`config.mk`:
```
export PLATFORM = sky130hd
export DESIGN_NAME = ctrl_fsm_mc
export DESIGN_NICKNAME = d
export VERILOG_FILES = /design/src/rtl/ctrl_fsm_mc_pkg.sv /design/src/rtl/ctrl_fsm_mc_cond.sv /design/src/rtl/ctrl_fsm_mc.sv
export SDC_FILE = /design/constraint.sdc
export NUM_CORES = 1
export LEC_CHECK = 0
export ABC_AREA = 1
export ABC_CLOCK_PERIOD_IN_PS = 3500
export BUFFER_PORTS_ARGS = -buffer_cell sky130_fd_sc_hd__clkbuf_2
export CAP_MARGIN = 5
export CORE_AREA = 2 2 48 50
export CTS_CLUSTER_DIAMETER = 40
export CTS_CLUSTER_SIZE = 30
export DETAILED_ROUTE_END_ITERATION = 10
export DIE_AREA = 0 0 50 52
export PLACE_DENSITY_LB_ADDON = 0.12
export SETUP_SLACK_MARGIN = 0.15
export SLEW_MARGIN = 20
export SYNTH_ARGS = -nofsm -noshare
export SYNTH_HDL_FRONTEND = slang
export SYNTH_SLANG_ARGS = --single-unit
export TNS_END_PERCENT = 100
```
`constraint.sdc`:
```
create_clock -name clk -period 3.5 [get_ports clk]
set_input_delay 0.175 -clock clk [delete_from_list [all_inputs] [get_ports clk]]
set_output_delay 0.175 -clock clk [all_outputs]
set_load 0.01 [all_outputs]
```
`src/rtl/ctrl_fsm_mc_pkg.sv`:
```
// Shared encodings for the multi-cycle control sequencer: states, ARM condition codes, trap codes.
package ctrl_fsm_mc_pkg;

    typedef enum logic [3:0] {
        S_IDLE   = 4'd0,
        S_FETCH  = 4'd1,
        S_DECODE = 4'd2,
        S_EXEC   = 4'd3,
        S_WB     = 4'd4,
        S_MEM    = 4'd5,
        S_BRANCH = 4'd6,
        S_UND    = 4'd7,
        S_ABT    = 4'd8
    } state_t;

    localparam logic [3:0] COND_EQ = 4'h0;
    localparam logic [3:0] COND_NE = 4'h1;
    localparam logic [3:0] COND_CS = 4'h2;
    localparam logic [3:0] COND_CC = 4'h3;
    localparam logic [3:0] COND_MI = 4'h4;
    localparam logic [3:0] COND_PL = 4'h5;
    localparam logic [3:0] COND_VS = 4'h6;
    localparam logic [3:0] COND_VC = 4'h7;
    localparam logic [3:0] COND_HI = 4'h8;
    localparam logic [3:0] COND_LS = 4'h9;
    localparam logic [3:0] COND_GE = 4'hA;
    localparam logic [3:0] COND_LT = 4'hB;
    localparam logic [3:0] COND_GT = 4'hC;
    localparam logic [3:0] COND_LE = 4'hD;
    localparam logic [3:0] COND_AL = 4'hE;
    localparam logic [3:0] COND_NV = 4'hF;

    localparam logic [1:0] TRAP_NONE = 2'b00;
    localparam logic [1:0] TRAP_UND  = 2'b01;
    localparam logic [1:0] TRAP_ABT  = 2'b10;

endpackage

```
`src/rtl/ctrl_fsm_mc_cond.sv`:
```
// Combinational ARM condition-code evaluator: decides whether an instruction executes given {N,Z,C,V}.
module cond_check
    import ctrl_fsm_mc_pkg::*;
(
    input  logic [3:0] i_cond,
    input  logic [3:0] i_nzcv,
    output logic       o_pass
);

    logic w_n, w_z, w_c, w_v;

    assign {w_n, w_z, w_c, w_v} = i_nzcv;

    always_comb begin
        o_pass = 1'b0;
        case (i_cond)
            COND_EQ: o_pass = w_z;
            COND_NE: o_pass = ~w_z;
            COND_CS: o_pass = w_c;
            COND_CC: o_pass = ~w_c;
            COND_MI: o_pass = w_n;
            COND_PL: o_pass = ~w_n;
            COND_VS: o_pass = w_v;
            COND_VC: o_pass = ~w_v;
            COND_HI: o_pass = w_c & ~w_z;
            COND_LS: o_pass = ~w_c | w_z;
            COND_GE: o_pass = (w_n == w_v);
            COND_LT: o_pass = (w_n != w_v);
            COND_GT: o_pass = ~w_z & (w_n == w_v);
            COND_LE: o_pass = w_z | (w_n != w_v);
            COND_AL: o_pass = 1'b1;
            COND_NV: o_pass = 1'b0;
            default: o_pass = 1'b0;
        endcase
    end

endmodule

```
`src/rtl/ctrl_fsm_mc.sv`:
```
// Multi-cycle CPU control sequencer: fetch/decode/execute/writeback with condition gating,
// a req/ack memory state with timeout abort, a branch state and sticky trap states.
module ctrl_fsm_mc
    import ctrl_fsm_mc_pkg::*;
#(
    parameter int ALU_OPW     = 4,
    parameter int SHIFT_OPW   = 3,
    parameter int MEM_TIMEOUT = 15,
    parameter int COND_EN     = 1
) (
    input  logic                 clk,
    input  logic                 rst,
    input  logic                 W_IR_valid,
    input  logic [3:0]           cond,
    input  logic [3:0]           NZCV,
    input  logic                 Und_Ins,
    input  logic                 is_ldr,
    input  logic                 is_str,
    input  logic                 is_b,
    input  logic                 rm_imm_s,
    input  logic [1:0]           rs_imm_s,
    input  logic [SHIFT_OPW-1:0] SHIFT_OP,
    input  logic [ALU_OPW-1:0]   ALU_OP,
    input  logic                 S,
    input  logic                 TTCC,
    input  logic                 mem_ack,
    output logic                 write_pc,
    output logic                 write_ir,
    output logic                 write_reg,
    output logic                 LA,
    output logic                 LB,
    output logic                 LC,
    output logic                 LF,
    output logic                 pc_sel_b,
    output logic                 wb_sel_mem,
    output logic                 S_ctrl,
    output logic                 rm_imm_s_ctrl,
    output logic [1:0]           rs_imm_s_ctrl,
    output logic [SHIFT_OPW-1:0] Shift_OP_ctrl,
    output logic [ALU_OPW-1:0]   ALU_OP_ctrl,
    output logic                 mem_req,
    output logic                 mem_we,
    output logic                 trap,
    output logic [1:0]           trap_code,
    output logic [3:0]           state_dbg
);

    localparam int              CNT_W    = $clog2(MEM_TIMEOUT + 1);
    localparam logic [CNT_W-1:0] CNT_LAST = CNT_W'(MEM_TIMEOUT - 1);

    state_t           r_state;
    state_t           w_next;
    logic [CNT_W-1:0] r_cnt;
    logic             r_from_mem;
    logic             w_cond_pass;
    logic             w_pass;

    cond_check u_cond_check (
        .i_cond (cond),
        .i_nzcv (NZCV),
        .o_pass (w_cond_pass)
    );

    assign w_pass = (COND_EN == 0) ? 1'b1 : w_cond_pass;

    // The counter only runs while waiting in S_MEM, so it is zero on every entry.
    always_ff @(posedge clk or posedge rst) begin
        if (rst) begin
            r_state    <= S_IDLE;
            r_cnt      <= '0;
            r_from_mem <= 1'b0;
        end else begin
            r_state    <= w_next;
            r_from_mem <= (r_state == S_MEM);
            if (r_state == S_MEM) r_cnt <= r_cnt + 1'b1;
            else                  r_cnt <= '0;
        end
    end

    always_comb begin
        w_next = r_state;
        case (r_state)
            S_IDLE:   w_next = S_FETCH;
            S_FETCH:  if (W_IR_valid) w_next = S_DECODE;
            S_DECODE: begin
                if (Und_Ins)      w_next = S_UND;
                else if (!w_pass) w_next = S_FETCH;
                else if (is_b)    w_next = S_BRANCH;
                else              w_next = S_EXEC;
            end
            S_EXEC: begin
                if (is_ldr || is_str) w_next = S_MEM;
                else if (TTCC)        w_next = S_FETCH;
                else                  w_next = S_WB;
            end
            S_WB:     w_next = S_FETCH;
            // An acknowledge in the final allowed cycle still completes the access.
            S_MEM: begin
                if (mem_ack)               w_next = is_str ? S_FETCH : S_WB;
                else if (r_cnt == CNT_LAST) w_next = S_ABT;
            end
            S_BRANCH: w_next = S_FETCH;
            S_UND:    w_next = S_UND;
            S_ABT:    w_next = S_ABT;
            default:  w_next = S_IDLE;
        endcase
    end

    always_comb begin
        write_pc      = 1'b0;
        write_ir      = 1'b0;
        write_reg     = 1'b0;
        LA            = 1'b0;
        LB            = 1'b0;
        LC            = 1'b0;
        LF            = 1'b0;
        pc_sel_b      = 1'b0;
        wb_sel_mem    = 1'b0;
        S_ctrl        = 1'b0;
        rm_imm_s_ctrl = 1'b0;
        rs_imm_s_ctrl = '0;
        Shift_OP_ctrl = '0;
        ALU_OP_ctrl   = '0;
        mem_req       = 1'b0;
        mem_we        = 1'b0;
        trap          = 1'b0;
        trap_code     = TRAP_NONE;
        case (r_state)
            S_FETCH: begin
                write_pc = W_IR_valid;
                write_ir = W_IR_valid;
            end
            S_DECODE: begin
                LA = 1'b1;
                LB = 1'b1;
                LC = 1'b1;
            end
            S_EXEC:   LF = S | TTCC;
            S_WB: begin
                write_reg  = 1'b1;
                wb_sel_mem = r_from_mem;
            end
            S_MEM: begin
                mem_req = 1'b1;
                mem_we  = is_str;
            end
            S_BRANCH: begin
                write_pc = 1'b1;
                pc_sel_b = 1'b1;
            end
            S_UND: begin
                trap      = 1'b1;
                trap_code = TRAP_UND;
            end
            S_ABT: begin
                trap      = 1'b1;
                trap_code = TRAP_ABT;
            end
            default: ;
        endcase
        if (r_state == S_EXEC || r_state == S_WB || r_state == S_MEM) begin
            S_ctrl        = S | TTCC;
            rm_imm_s_ctrl = rm_imm_s;
            rs_imm_s_ctrl = rs_imm_s;
            Shift_OP_ctrl = SHIFT_OP;
            ALU_OP_ctrl   = ALU_OP;
        end
    end

    assign state_dbg = r_state;

endmodule
```
==> reports/metrics.csv, run 1 <==
stage;metric;value;unit
run_status;status;completed;
hold_path;hold path cells;3;
floorplanning;Core Region;0.00211;sq mm
setup_path;worst endpoint required time;3.32;ns
global_routing;gr ovfl total;0;
setup_path;worst path arrival time;1.66;ns
layout;Layout Nets;239;
sta;skew final;0.00355;ns
drt;vias per std cell;4.47;
layout;filler cell count;219;
sta;Final Hold Vio Count;0;
drt;DRC violations left;0;
clocking;worst-skew pair later-pin latency;0.26;ns
placed_design;Placement Setup Slack;1.91;ns
sta;PnR worst setup slack;1.66;ns
floorplanning;# IOs;57;
clocking;H-Tree Depth;1;
yosys;Avg Synthesized Cell Area;6.00;sq um
sta;min Tclk post-route;1.84;ns
hold_path;hold_sp;mem_ack;
yosys;Compound-Gate Fraction of Synth Area;13.1;%
floorplanning;DIE WIDTH;50;um
power;P per Cell Area;558;mW/mm^2
sta;Finish-stage setup viols;0;
setup_path;Setup crit start;state_dbg[3];
yosys;Synth Area in XOR/XNOR;1.95;%
yosys;syn nets;180;
setup_path;RR Endpoint;state_dbg[1];
global_routing;initial antenna violation count;0;
hold_path;Hold Path Sink;state_dbg[0];
drt;DR WL/cell;9.46;um
floorplanning;Starting Density;42.7;%
sta;fmax;0.544;GHz
global_routing;GRT Overall Usage;18.4;%
yosys;largest family of logic cells by synthesized area;simple AND/OR/NAND/NOR gates;
yosys;cell area after synthesis;900;sq um
global_routing;largest net degree at the start of global routing;12;
placed_design;hpwl dp;1930;um
setup_path;critical path endpoint category;output pin;
setup_path;CP max FO;6;
placed_design;I/O Buffers;56;
yosys;Netlist cell types;33;
setup_path;FF-to-FF Start;state_dbg[3];
drt;DR pass1 iterations;4;
power;total leakage power;0.000765;uW
clocking;CTS Buf Count;3;
sta;Slew Limit Headroom;47.4;%
yosys;Yosys reg bits;9;
clocking;clock root buffer;clkbuf_4;
sta;Tcrit/Tclk final;52.6;%
yosys;synth warn;0;
yosys;simple-gate portion of the synthesized area;39.1;%
clocking;CTS tree;done;
floorplanning;DIE HEIGHT;52;um
layout;layout cells sized above 1;36.1;%
global_routing;first-pass GRT wire length;3720;um
hold_path;worst min path class;in2reg;
clocking;post-CTS setup buffers;0;
drt;final WL;2230;um
yosys;post-synthesis mux area share;0;%
yosys;post-synthesis adder-cell area fraction;2.78;%
clocking;clock buffer depth;2;
drt;DRT antenna net count;0;
drt;1st-iter DRT viols;11;
setup_path;Worst Setup Path Type;reg2out;
yosys;Seq/Total Area, Yosys;25.0;%
sta;pins over their slew limit;0;
setup_path;R2R depth;9;
sta;RSZ-0062 raised after global routing;false;
job;Max-cap violations;0;
layout;Area growth, synth to finish;37.0;%
setup_path;Worst Setup Start Kind;flop;
layout;Ant. Diodes;0;
sta;Worst-Margin Slew;0.782;ns
yosys;Cells after Synth;150;
clocking;Clk pin slew, worst setup/hold paths;0.07;ns
global_routing;vias in the first global route;945;
setup_path;FF-to-FF setup slack;1.92;ns
placed_design;placer congestion estimate;0.882;
clocking;clk sinks;9;
power;Peak supply drop;246;uV
drt;vias;1055;
floorplanning;Cell Rows;17;
floorplanning;DIE AREA;0.00260;sq mm
sta;setup TNS;0;ns
cell type report:
cell class	instances	area, sq um	area share (%)
repair buffers	57	290	23.6
flip-flops and latches	9	225	18.3
well taps	28	35.0	2.84
multi-input cells	101	512	41.5
clock buffers	4	26.3	2.13
inverters	37	144	11.7
kinds of logic after synthesis:
group | Yosys count
fa+ha+maj | 2
buf+inv | 40
flops | 9
compound gates | 17
simple gates | 80
xor+xnor | 2
worst max-delay path, stage by stage (launching register included):
cell and delay, ns:
dfrtp_1 0.44, nor4_1 0.71, clkbuf_2 0.26
state kept, by name, indices dropped and copies added, names as in the netlist:
| signal | count |
|---|---|
| r_cnt | 4 |
| state_dbg | 4 |
| r_from_mem | 1 |
Yosys cell counts, drive strengths merged:
master / count / area [sq um]
and3: 1 / 7.51
o21a: 1 / 7.51
nor4: 1 / 6.26
nor3: 2 / 10.0
o21ai: 4 / 20.0
a211oi: 1 / 7.51
nand4: 1 / 6.26
clkinv: 2 / 7.51
inv: 35 / 136
xor2: 1 / 8.76
xnor2: 1 / 8.76
buf: 2 / 15.0
o22ai: 1 / 6.26
nand3: 10 / 55.1
nor2: 31 / 129
or2: 2 / 15.0
clkbuf: 1 / 3.75
a31oi: 3 / 33.8
a311oi: 1 / 8.76
nand2: 32 / 123
dfrtp: 9 / 225
a21oi: 6 / 33.8
ha: 2 / 25.0
worst max path at each step:
stage / endpoint / depth (start not counted)
floorplan: LB / 3
global placement: LA / 3
detailed placement: LB / 2
CTS: LB / 2
global route: LB / 3
finish: LB / 2
cells in the final DEF, fill, tap and decap left out, drive strengths merged:
cell         synthesis  layout
o21a                 1       1
o22ai                1       1
a211oi               1       1
xnor2                1       1
a21oi                6       6
clkinv               2       2
and3                 1       1
or2                  2       2
o21ai                4       4
dfrtp                9       9
a31oi                3       3
dlygate4sd3          0       1
ha                   2       2
nor2                31      31
nor4                 1       1
nand2               32      32
a311oi               1       1
xor2                 1       1
clkbuf               1      60
inv                 35      35
nand4                1       1
nor3                 2       2
nand3               10      10
repair_timing:
action	4_1_cts	5_1_grt
resized for setup	0	0
hold buffers	1	0
endpoints found under the setup margin	0	0
hold endpoints to repair	9	0
report_power, final:
part           total [uW]  internal (uW)  switching [uW]
Clock                81.6           44.0            37.6
Combinational         436            166             270
Sequential            169            131            38.1
layer usage:
metal | vias up | track usage, % | share of wire, %
li1 | 578 | - | -
met1 | 457 | 19.8 | 42
met2 | 20 | 36.6 | 55
met3 | 0 | 2.59 | 3.0
met4 | 0 | 5.56 | 0
met5 | - | 0 | 0
metrics by stage:
stage	hold WS (ns)	utilization, %	instances	instance area (sq um)	power [uW]
2_1_floorplan	0.00292	-	150	900	459
3_3_place_gp	0.133	56.8	231	1200	600
3_5_place_dp	0.141	56.8	231	1200	610
4_1_cts	0.215	58.5	236	1230	695
5_1_grt	0.216	58.5	236	1230	753
6_report	0.215	58.5	236	1230	687
Note: power is estimated with default switching activity, not from simulation.
==> run 2, diff against run 1 <==
--- a/config.mk
+++ b/config.mk
@@ -6,14 +6,14 @@
 export NUM_CORES = 1
 export LEC_CHECK = 0
 export ABC_AREA = 1
-export ABC_CLOCK_PERIOD_IN_PS = 3500
+export ABC_CLOCK_PERIOD_IN_PS = 1500
 export BUFFER_PORTS_ARGS = -buffer_cell sky130_fd_sc_hd__clkbuf_2
 export CAP_MARGIN = 5
-export CORE_AREA = 2 2 48 50
+export CORE_AREA = 2 2 52 54
 export CTS_CLUSTER_DIAMETER = 40
 export CTS_CLUSTER_SIZE = 30
 export DETAILED_ROUTE_END_ITERATION = 10
-export DIE_AREA = 0 0 50 52
+export DIE_AREA = 0 0 54 56
 export PLACE_DENSITY_LB_ADDON = 0.12
 export SETUP_SLACK_MARGIN = 0.15
 export SLEW_MARGIN = 20
==> constraint.sdc (replaced) <==
create_clock -name clk -period 1.5 [get_ports clk]
set_input_delay 0.075 -clock clk [delete_from_list [all_inputs] [get_ports clk]]
set_output_delay 0.075 -clock clk [all_outputs]
set_load 0.01 [all_outputs]
==> reports/metrics.csv, run 2 (same netlist as run 1, synthesis figures left out) <==
stage;metric;value;unit
sta;Worst-Margin Slew;0.360;ns
floorplanning;Starting Density;37.0;%
setup_path;Worst Setup Start Kind;flop;
global_routing;largest net degree at the start of global routing;12;
hold_path;worst min path class;in2reg;
clocking;clock buffer depth;2;
clocking;clk sinks;9;
floorplanning;Cell Rows;18;
drt;vias per std cell;4.53;
drt;final WL;2600;um
power;total leakage power;0.000880;uW
drt;DRT antenna net count;0;
sta;pins over their slew limit;0;
layout;area of the multi-input gates;591;sq um
layout;filler cell count;225;
layout;Non-Filler Instances;255;
layout;register area;229;sq um
drt;1st-iter DRT viols;20;
setup_path;biggest cell delay along the critical path;0.43;ns
drt;vias;1155;
clocking;worst-skew pair later-pin latency;0.26;ns
placed_design;I/O Buffers;56;
global_routing;vias in the first global route;1077;
setup_path;crit path cell chain;nor2_2 > inv_2 > nor3_2 > inv_1 > o21ai_1 > buf_2;
power;Peak supply drop;1130;uV
setup_path;critical path buffer and inverter count;3;
layout;Area growth, synth to finish;69.7;%
global_routing;gr ovfl total;0;
drt;DRC violations left;0;
setup_path;worst path arrival time;1.39;ns
sta;min Tclk post-route;1.47;ns
setup_path;CP top delay family;flip-flops;
placed_design;hpwl dp;1980;um
sta;Final Hold Vio Count;0;
sta;Slew Limit Headroom;75.9;%
layout;layout cells sized above 1;49.3;%
clocking;H-Tree Depth;1;
setup_path;Worst Setup Path Type;reg2out;
floorplanning;DIE AREA;0.00302;sq mm
setup_path;worst endpoint required time;1.42;ns
run_status;status;completed;
sta;RSZ-0062 raised after global routing;true;
clocking;Clk pin slew, worst setup/hold paths;0.06;ns
layout;most frequent cells in the layout;41 x clkbuf_2, 31 x nand2_1, 25 x inv_1, 21 x nor2_1, 11 x buf_6;
sta;Tcrit/Tclk final;97.9;%
layout;Layout Nets;256;
clocking;CTS tree;done;
floorplanning;DIE WIDTH;54;um
setup_path;critical path endpoint category;output pin;
placed_design;placer congestion estimate;0.856;
global_routing;GRT Overall Usage;17.8;%
sta;Finish-stage setup viols;0;
layout;Ant. Diodes;0;
setup_path;Critical-path top delay cell;dfrtp_1;
sta;skew final;0.00257;ns
power;P per Cell Area;1410;mW/mm^2
placed_design;dpl cells;236;
global_routing;initial antenna violation count;0;
floorplanning;# IOs;57;
setup_path;CP max FO;4;
floorplanning;Core Region;0.00243;sq mm
floorplanning;DIE HEIGHT;56;um
clocking;clock root buffer;clkbuf_4;
global_routing;first-pass GRT wire length;4120;um
drt;DR WL/cell;10.2;um
drt;DR pass1 iterations;4;
sta;fmax;0.681;GHz
job;Max-cap violations;0;
clocking;CTS Buf Count;3;
layout;commonest non-fill, non-tap cell in the layout;clkbuf_2;
power;post-layout power;2150;uW
-- run 2: cell count changes in the layout (fill, tap and decap cells not counted), moves of 4 or more --
cell | previous run | this run
buf_4 | 0 | 10
buf_6 | 0 | 11
clkbuf_2 | 56 | 41
nor2_1 | 28 | 21
buf_2 | 0 | 9
nor2_4 | 1 | 5
-- run 2: metal layers --
| metal | share of wire (%) | global-route usage, % | wire length, um |
|---|---|---|---|
| met3 | 4.2 | 4.30 | 108 |
| met5 | 0 | 0 | 0 |
| met4 | 0.89 | 5.71 | 23 |
| met1 | 38 | 17.1 | 994 |
| met2 | 57 | 34.7 | 1470 |
-- run 2: final timing paths --
path / startpoint / end / slack (ns) / depth (start not counted)
max: state_dbg[1] / trap / 0.03 / 6
min in group asynchronous: rst / r_cnt[3] / 0.31 / 3
max in group asynchronous: rst / state_dbg[2] / 0.91 / 3
min: is_b / state_dbg[0] / 0.14 / 4
max reg2reg: state_dbg[1] / state_dbg[1] / 0.03 / 9
min reg2reg: r_cnt[0] / r_cnt[0] / 0.48 / 1
-- run 2: power by group --
group,internal (uW),total (uW),switching (uW)
registers,313,394,81.4
logic,746,1570,829
clock network,102,182,80.2
-- run 2: final cells by class --
cell class / count / area share [%]
timing repair buffer: 74 / 32.7
clock buffer: 4 / 1.72
tap: 30 / 2.46
sequential: 9 / 15.0
inverter: 37 / 9.43
multi-input combinational: 101 / 38.7
-- run 2: repair_timing --
| action | 4_1_cts | 5_1_grt |
|---|---|---|
| pin swaps | 7 | 5 |
| gates resized for setup | 17 | 31 |
| setup endpoints to repair | 27 | 27 |
| setup buffers | 10 | 4 |
| hold buffers | 1 | 0 |
| endpoints found under the hold margin | 9 | 0 |
-- run 2: through the flow --
step | hold WS (ns) | TNS, ns | util, % | instance area (sq um) | setup WS [ns]
after floorplan | -0.0972 | -0.0260 | - | 913 | -0.0133
after global placement | 0.0393 | 0 | 50.8 | 1230 | 0.0702
after detailed placement | 0.0433 | 0 | 50.8 | 1230 | 0.0410
after CTS | 0.118 | 0 | 58.3 | 1420 | 0.0497
after global routing | 0.144 | -0.406 | 62.8 | 1530 | -0.117
final | 0.136 | 0 | 62.8 | 1530 | 0.0312
-- run 2: worst register-to-register path, stage by stage, from the launching register on --
cell and delay [ns]:
dfrtp_1 0.43, inv_2 0.14, nand2_2 0.09, nor2_4 0.10, inv_2 0.05, or2_4 0.24, a31oi_4 0.16, a21oi_2 0.05
clkinv_1 0.06, a21oi_1 0.03
